<file path="config.mk">
export PLATFORM = sky130hd
export DESIGN_NAME = fir_top
export DESIGN_NICKNAME = d
export VERILOG_FILES = /design/src/rtl/fir_pkg.sv /design/src/rtl/fir_braun_multiplier.sv /design/src/rtl/fir_top.sv
export SDC_FILE = /design/constraint.sdc
export NUM_CORES = 1
export LEC_CHECK = 0
export BUFFER_PORTS_ARGS = -buffer_cell sky130_fd_sc_hd__buf_2
export CAP_MARGIN = 10
export CELL_PAD_IN_SITES_DETAIL_PLACEMENT = 0
export CELL_PAD_IN_SITES_GLOBAL_PLACEMENT = 1
export CORE_AREA = 3 3 124 126
export DETAILED_ROUTE_END_ITERATION = 10
export DIE_AREA = 0 0 127 129
export GPL_ROUTABILITY_DRIVEN = 0
export MAX_ROUTING_LAYER = met4
export PLACE_DENSITY = 0.77
export SYNTH_ARGS = -nofsm -noshare
export SYNTH_HDL_FRONTEND = slang
export SYNTH_SLANG_ARGS = --single-unit
</file>
<file path="constraint.sdc">
create_clock -name clk -period 8.1 [get_ports clk]
set_input_delay 0.405 -clock clk [delete_from_list [all_inputs] [get_ports clk]]
set_output_delay 0.405 -clock clk [all_outputs]
set_load 0.05 [all_outputs]
</file>
<file path="src/rtl/fir_pkg.sv">
// Shared widths for the three-tap FIR datapath.
package fir_pkg;

   localparam int unsigned DATA_W = 8;
   localparam int unsigned COEF_W = 8;
   localparam int unsigned PROD_W = DATA_W + COEF_W;
   localparam int unsigned OUT_W  = 16;
   localparam int unsigned TAPS   = 3;
   // Headroom for summing TAPS full-width products before wrapping to OUT_W.
   localparam int unsigned SUM_W  = PROD_W + 2;

endpackage

</file>
<file path="src/rtl/fir_braun_multiplier.sv">
// Unsigned Braun array multiplier: carry-save AND/full-adder array with a
// ripple-carry final row, plus the full_adder cell it is built from.
module full_adder (
   input  logic a_i,
   input  logic b_i,
   input  logic c_i,
   output logic s_o,
   output logic co_o
);

   assign s_o  = a_i ^ b_i ^ c_i;
   assign co_o = (a_i & b_i) | (c_i & (a_i ^ b_i));

endmodule

module braun_multiplier
   import fir_pkg::*;
(
   input  logic [DATA_W-1:0] a_i,
   input  logic [COEF_W-1:0] b_i,
   output logic [PROD_W-1:0] p_o
);

   localparam int unsigned N = DATA_W;
   localparam int unsigned M = COEF_W;

   // s_w[i][j] has weight i+j; c_w[i][j] has weight i+j+1.
   logic s_w  [M][N];
   logic c_w  [M][N];
   logic rc_w [N];

   for (genvar j = 0; j < N; j++) begin : g_row0
      assign s_w[0][j] = a_i[j] & b_i[0];
      assign c_w[0][j] = 1'b0;
   end

   for (genvar i = 1; i < M; i++) begin : g_row
      for (genvar j = 0; j < N; j++) begin : g_col
         logic sin_w;
         if (j < N - 1) begin : g_mid
            assign sin_w = s_w[i-1][j+1];
         end else begin : g_edge
            assign sin_w = 1'b0;
         end
         full_adder u_fa (
            .a_i  (a_i[j] & b_i[i]),
            .b_i  (sin_w),
            .c_i  (c_w[i-1][j]),
            .s_o  (s_w[i][j]),
            .co_o (c_w[i][j])
         );
      end
   end

   for (genvar i = 0; i < M; i++) begin : g_low
      assign p_o[i] = s_w[i][0];
   end

   // Final ripple row merges the remaining sum and carry vectors.
   assign rc_w[0] = 1'b0;
   for (genvar k = 0; k < N - 1; k++) begin : g_rip
      full_adder u_fa (
         .a_i  (s_w[M-1][k+1]),
         .b_i  (c_w[M-1][k]),
         .c_i  (rc_w[k]),
         .s_o  (p_o[M+k]),
         .co_o (rc_w[k+1])
      );
   end
   // Top bit cannot carry out: the product always fits in PROD_W bits.
   assign p_o[M+N-1] = c_w[M-1][N-1] ^ rc_w[N-1];

endmodule

</file>
<file path="src/rtl/fir_top.sv">
// Three-tap direct-form FIR: delay line, product sum wrapped to 16 bits,
// and a registered output.
module fir_top
   import fir_pkg::*;
(
   input  logic              clk,
   input  logic              rst,
   input  logic [DATA_W-1:0] Xin,
   input  logic [COEF_W-1:0] H0,
   input  logic [COEF_W-1:0] H1,
   input  logic [COEF_W-1:0] H2,
   output logic [OUT_W-1:0]  Yout
);

   logic [DATA_W-1:0] d1_q, d1_d;
   logic [DATA_W-1:0] d2_q, d2_d;
   logic [OUT_W-1:0]  y_q, y_d;
   logic [PROD_W-1:0] p0_w, p1_w, p2_w;

   braun_multiplier u_mul0 (.a_i(Xin),  .b_i(H0), .p_o(p0_w));
   braun_multiplier u_mul1 (.a_i(d1_q), .b_i(H1), .p_o(p1_w));
   braun_multiplier u_mul2 (.a_i(d2_q), .b_i(H2), .p_o(p2_w));

   // Sum at full width, then keep the low bits: wrap-around, no saturation.
   always_comb begin
      d1_d = Xin;
      d2_d = d1_q;
      y_d  = OUT_W'(SUM_W'(p0_w) + SUM_W'(p1_w) + SUM_W'(p2_w));
   end

   always_ff @(posedge clk) begin
      if (rst) begin
         d1_q <= '0;
         d2_q <= '0;
         y_q  <= '0;
      end else begin
         d1_q <= d1_d;
         d2_q <= d2_d;
         y_q  <= y_d;
      end
   end

   assign Yout = y_q;

endmodule

</file>
## Word level (Yosys, flattened, before mapping)

Cells that the tools add are included.

- Register bits: 32
- Bits in latches: 0
- RAM bits: 0
- ROM bits: 0
- Input bits: 34
- Output and inout bits: 16
- Logic and storage cells: 965
- Memories kept: 0

- Add/sub/neg operators: 2
- $mul: 0
- Div/mod/pow operators: 0
- $lt $le $gt $ge: 0
- Equality and inequality tests: 0
- Shifts and indexed selects: 0
- Muxes and demuxes: 0
- Bitwise gates (word level): 960
- Reductions and logical operators: 0

Operators by type and width:

| cell | number |
|---|---|
| bitwise AND 1 bit | 504 |
| bitwise XOR 1 bit | 312 |
| OR 1 bit | 144 |
| adder 16 bit | 2 |

## Depth between registers and ports, before layout

- Depth after elaboration: 30
- Gate-level depth with buffers: 27

## By module

A second synthesis with hierarchy kept.

- Cells, all modules: 583
- Area, all modules: 7009.2 um^2

Modules (own cells, without submodules):

| module | times used | cells each | area an instance (um^2) | seq. area each (um^2) |
|---|---|---|---|---|
| full_adder | 189 | 1 | 20.0 | 0.0 |
| fir_top | 1 | 172 | 1806.7 | 640.6 |
| braun_multiplier | 3 | 74 | 473.0 | 0.0 |

## Worst setup path before layout

No wires, ideal clock.

- Path type: in2reg
- Start: input H1[1]
- End: register y_q[15] (netlist: Yout[15])
- Data arrival time: 7.587 ns
- Data required time: 7.977 ns
- Setup slack: 0.390 ns
- Stages: 27
- Buffers on the path: 0
- Cell sequence: and2_1 > ha_1 > fa_1 > fa_1 > fa_1 > fa_1 > inv_1 > fa_1 > fa_1 > inv_1 > ha_1 > fa_1 > inv_1 > fa_1 > fa_1 > inv_1 > fa_1 > fa_1 > inv_1 > fa_1 > fa_1 > inv_1 > ha_1 > a21oi_1 > a21boi_0 > a41oi_2 > mux2_1

- Longest elaborated chain between the ends: 30
- Elaborated cells on any way between the ends: 256
- Those cells by class: 2 x add/sub; 254 x bitwise

RTL lines:

| item | line | source |
|---|---|---|
| start, declared | fir_top.sv:10 | `input logic [COEF_W-1:0] H1,` |
| bitwise AND 1 bit | fir_braun_multiplier.sv:46 | `.a_i (a_i[j] & b_i[i]),` |
| bitwise XOR 1 bit | fir_braun_multiplier.sv:11 | `assign s_o = a_i ^ b_i ^ c_i;` |
| bitwise XOR 1 bit | fir_braun_multiplier.sv:11, fir_braun_multiplier.sv:12 |  |
| bitwise AND 1 bit or bitwise XOR 1 bit (tied branches) | fir_braun_multiplier.sv:12, fir_braun_multiplier.sv:11 |  |
| OR 1 bit or bitwise XOR 1 bit (tied branches) | fir_braun_multiplier.sv:12, fir_braun_multiplier.sv:11 |  |
| bitwise AND 1 bit or bitwise XOR 1 bit (tied branches) | fir_braun_multiplier.sv:12, fir_braun_multiplier.sv:11 |  |
| OR 1 bit or bitwise XOR 1 bit (tied branches) | fir_braun_multiplier.sv:12, fir_braun_multiplier.sv:11 |  |
| bitwise AND 1 bit or bitwise XOR 1 bit (tied branches) | fir_braun_multiplier.sv:12, fir_braun_multiplier.sv:11 |  |
| (+13 left out) | n/a |  |
| OR 1 bit | fir_braun_multiplier.sv:12 | `assign co_o = (a_i & b_i) \| (c_i & (a_i ^ b_i));` |
| bitwise AND 1 bit | fir_braun_multiplier.sv:12 |  |
| OR 1 bit | fir_braun_multiplier.sv:12 |  |
| bitwise AND 1 bit | fir_braun_multiplier.sv:12 |  |
| OR 1 bit | fir_braun_multiplier.sv:12 |  |
| bitwise AND 1 bit | fir_braun_multiplier.sv:12 |  |
| OR 1 bit | fir_braun_multiplier.sv:12 |  |
| adder 16 bit (*) (2 in a row) | fir_top.sv:28 | `y_d = OUT_W'(SUM_W'(p0_w) + SUM_W'(p1_w) + SUM_W'(p2_w));` |
| end signal, assigned | fir_top.sv:39 | `y_q <= y_d;` |
| end, declared | fir_top.sv:17 | `logic [OUT_W-1:0] y_q, y_d;` |

Mark *: on every way between the ends. The rest lies on a longest branch, timed or not.
A chain may end at the register's enable or synchronous reset.

## Worst setup path after layout

- Start: register d1_q[7]
- End: register y_q[15] (netlist: Yout[15])

- Longest elaborated chain between the ends: 30
- Elaborated cells on any way between the ends: 179
- Those cells by class: 2 x add/sub; 177 x bitwise

RTL lines:

| item | line | source |
|---|---|---|
| start, declared | fir_top.sv:15 | `logic [DATA_W-1:0] d1_q, d1_d;` |
| start signal, assigned | fir_top.sv:33 | `d1_q <= '0;` |
| start signal, assigned | fir_top.sv:37 | `d1_q <= d1_d;` |
| bitwise AND 1 bit | fir_braun_multiplier.sv:33 | `assign s_w[0][j] = a_i[j] & b_i[0];` |
| bitwise XOR 1 bit | fir_braun_multiplier.sv:11 |  |
| bitwise XOR 1 bit | fir_braun_multiplier.sv:11, fir_braun_multiplier.sv:12 |  |
| bitwise XOR 1 bit or bitwise AND 1 bit (tied branches) | fir_braun_multiplier.sv:11, fir_braun_multiplier.sv:12 |  |
| bitwise XOR 1 bit or OR 1 bit (tied branches) | fir_braun_multiplier.sv:11, fir_braun_multiplier.sv:12 |  |
| bitwise XOR 1 bit or bitwise AND 1 bit (tied branches) | fir_braun_multiplier.sv:11, fir_braun_multiplier.sv:12 |  |
| bitwise XOR 1 bit or OR 1 bit (tied branches) | fir_braun_multiplier.sv:11, fir_braun_multiplier.sv:12 |  |
| bitwise XOR 1 bit or bitwise AND 1 bit (tied branches) | fir_braun_multiplier.sv:11, fir_braun_multiplier.sv:12 |  |
| (+13 left out) | n/a |  |
| OR 1 bit | fir_braun_multiplier.sv:12 |  |
| bitwise AND 1 bit | fir_braun_multiplier.sv:12 |  |
| OR 1 bit | fir_braun_multiplier.sv:12 |  |
| bitwise AND 1 bit | fir_braun_multiplier.sv:12 |  |
| OR 1 bit | fir_braun_multiplier.sv:12 |  |
| bitwise AND 1 bit | fir_braun_multiplier.sv:12 |  |
| OR 1 bit | fir_braun_multiplier.sv:12 |  |
| adder 16 bit (*) (2 in a row) | fir_top.sv:28 |  |

Marks and branches as above.

==> impl_metrics.yaml <==
critical_path:
  critPathMostFrequentCell: "fa_1"
  worst_path_max_delay_cell: "fa_1"
  crit_type: "reg -> reg"
  setup.worst_path.end_class: "flip-flop"
  crit_path_max_fanout: 5
  category_of_cells_accounting_for_the_largest_share_of_critical_path_delay: "adder cells"
  kind_of_start_point_of_the_critical_path: "flip-flop"
  timing.critical_path.slowest_cell_delay_ns: 0.55
  critical_path_buf_inv_count: 7
  worst-endpoint-arrival_ns: 7.91
  cp.required_ns: 8.27
logic_synthesis:
  synth_fa_ha_area_share_pct: 57.4
  synth_xor_xnor_area_share_pct: 0.957
  syn_area_per_cell_um2: 10.4
  synth_compound_gate_area_share_pct: 3.42
  synthesis.nets: 848
  synth-warning-count: 0
  synth_seq_area_share_pct: 10.0
  count_of_flip_flops_with_a_built_in_enable_after_synthesis: 0
  synth_top_family_by_area: "adder cells"
  post_synthesis_simple_gate_area_fraction_pct: 22.4
  synth_async_sr_flop_share_pct: 0
  synthDistinctLibCells: 34
  netlist_area_um2: 6410
  synth_area_leaders: "fa_1 (50%), and2_1 (15%), dfxtp_1 (10%), ha_1 (7.4%), inv_1 (5.0%)"
  synthCells: 616
  ys_dominant_reg_cell: "dfxtp_1"
  synthDominantCellAreaShare_pct: 50.0
  synth.ff_latch_count: 32
  synth_largest_area_cell: "fa_1"
  yosys-mux-area-fraction_pct: 0.527
die:
  die_y_um: 129
  placement_rows: 44
  initial_core_util_pct: 44.4
  floorplan.io_pins: 50
  floorplan.die_area_um2: 16400
  chipWidth_um: 127
  design.core.area_um2: 14400
clock_network:
  cts_root_buf: "clkbuf_16"
  cts.repair_timing.setup_buffer_count: 0
  clock_net_sink_count: 32
  cts_buffer_depth: 2
  clk-insertion-delay-late_ns: 0.29
  tritoncts.num_buffers: 5
  cts.hold.buffers_added: 0
  clk_pin_slew_ns: 0.06
  tritoncts: "yes"
  post_cts_resize_count: 0
  cts_max_level: 2
layout:
  areaGrowthSynthToFinish_pct: 10.8
  layout.cells.most_common_list: "fa_1 (160), and2_1 (151), inv_1 (85)"
  final.fill_count: 1371
  final_design_area_no_fill_um2: 7100
  antennaDiodeCount: 0
  leading_cell_type_in_the_layout_fill_and_taps_excluded: "fa_1"
  post_route_cells_drive_above_1_share_pct: 10.9
  fin_util_pct: 49.2
  nets: 908
global_routing:
  global_route.overflow_total: 0
  pin_count_of_the_biggest_net_entering_global_routing: 36
  grt_first_pass_wirelength_um: 21100
  vias_in_the_first_global_route: 4444
  grt_antenna_before_repair: 0
  grt_usage_pct: 16.6
sta:
  setup_viol_count_final: 0
  timing.max_slew.rel_slack_pct: 55.1
  final.setup_skew_ns: 0.0108
  setup_tns_ns: 0
  rsz_0062_raised_after_global_routing: "no"
  final.period_utilization_pct: 95.5
  finalMaxSlewViolations: 0
  hold_violations: 0
  finalWorstPathRequiredPeriod_ns: 7.74
  worst-slew-pin-transition_ns: 0.674
  fmaxAchievable_mhz: 129
place:
  dpl-instance-area_um2: 6920
  io_buffers: 49
  dpl.hpwl_um: 11000
drt:
  post_drt_wl_per_cell_um: 14.1
  first_pass_iters: 4
  detailroute.via_count: 4203
  detail-route-antenna-nets: 0
  avgViaCountPerCell: 4.88
  post-route-drc-count: 0
  routed_wirelength_um: 12200
  drtIter0Drc: 146
power:
  fin_total_pwr_uw: 2550
  leakage_uw: 0.00340
  power.ir.vdd_worst_mv: 0.336
  power.density_nw_per_um2: 359
run_status:
  status: "finished clean"
hold_path:
  hp-class: "in -> reg"
job:
  max_cap_viol_count: 0
==> synthesized netlist by cell type, types with 2 or more instances <==
library cell  number
o21a_1             2
nand3_1            2
inv_1             85
a21boi_0           2
a21o_1             5
fa_1             160
nor3b_1            2
nand2_2            2
and2_1           151
nand4_1            3
ha_1              38
mux2_2             2
o21ai_0            4
dfxtp_1           32
nor2b_1           23
nor3_1             7
a21oi_1           15
nor2_1            11
xnor2_1            5
nand2_1           48
clkbuf_1           3
xor2_1             2
==> final timing paths <==
path | from | cells past startpoint | end | slack, ns
hold reg to reg | d1_q[6]$_SDFF_PP0_ | 1 | d2_q[6]$_SDFF_PP0_ | 0.50
setup / recovery | d1_q[7]$_SDFF_PP0_ | 27 | Yout[15]$_SDFF_PP0_ | 0.36
hold / removal | Xin[2] | 2 | d1_q[2]$_SDFF_PP0_ | 0.43
setup reg to reg | d1_q[7]$_SDFF_PP0_ | 27 | Yout[15]$_SDFF_PP0_ | 0.36
==> final cells by class <==
type,instances,area (µm²),share of cell area [%]
clock inverter,3,42.5,0.599
timing repair buffer,57,305,4.30
tap,184,230,3.24
clock buffer,5,125,1.76
sequential,32,642,9.04
multi-input combinational,495,5440,76.6
inverter,85,319,4.49
==> sequential cells by signal, summed over array words and instances, names as in the netlist <==
register,flops
Yout,16
d2_q,8
d1_q,8
==> cell families after synthesis <==
| kind of cell | after synthesis |
|---|---|
| multiplexers | 3 |
| adder cells (fa/ha/maj) | 198 |
| buffers and inverters | 89 |
| XOR/XNOR | 7 |
| AND/OR/NAND/NOR | 253 |
| flip-flops | 32 |
| AO/OA/AOI/OAI | 34 |
==> power breakdown <==
part           total [µW]  internal, µW  leakage [µW]  switching (µW)
Combinational        2110           862       0.00305            1250
Clock                 221           144     0.0000798            76.3
Sequential            217           203      0.000266            13.0
==> stage by stage <==
step / setup WS (ns) / instances / hold WS [ns]
final: 0.362 / 861 / 0.432
after global routing: 0.00593 / 861 / 0.442
after CTS: 0.161 / 861 / 0.431
after detailed placement: -0.0282 / 853 / 0.518
after global placement: 0.0434 / 853 / 0.522
after floorplan: 0.390 / 616 / 0.500
==> per-layer routing <==
layer	part of all wire, %	track usage, %
met1	46	22.1
met2	47	26.6
met3	3.4	2.49
met4	2.8	4.73
met5	0	-
(Power assumes the default switching activity.)
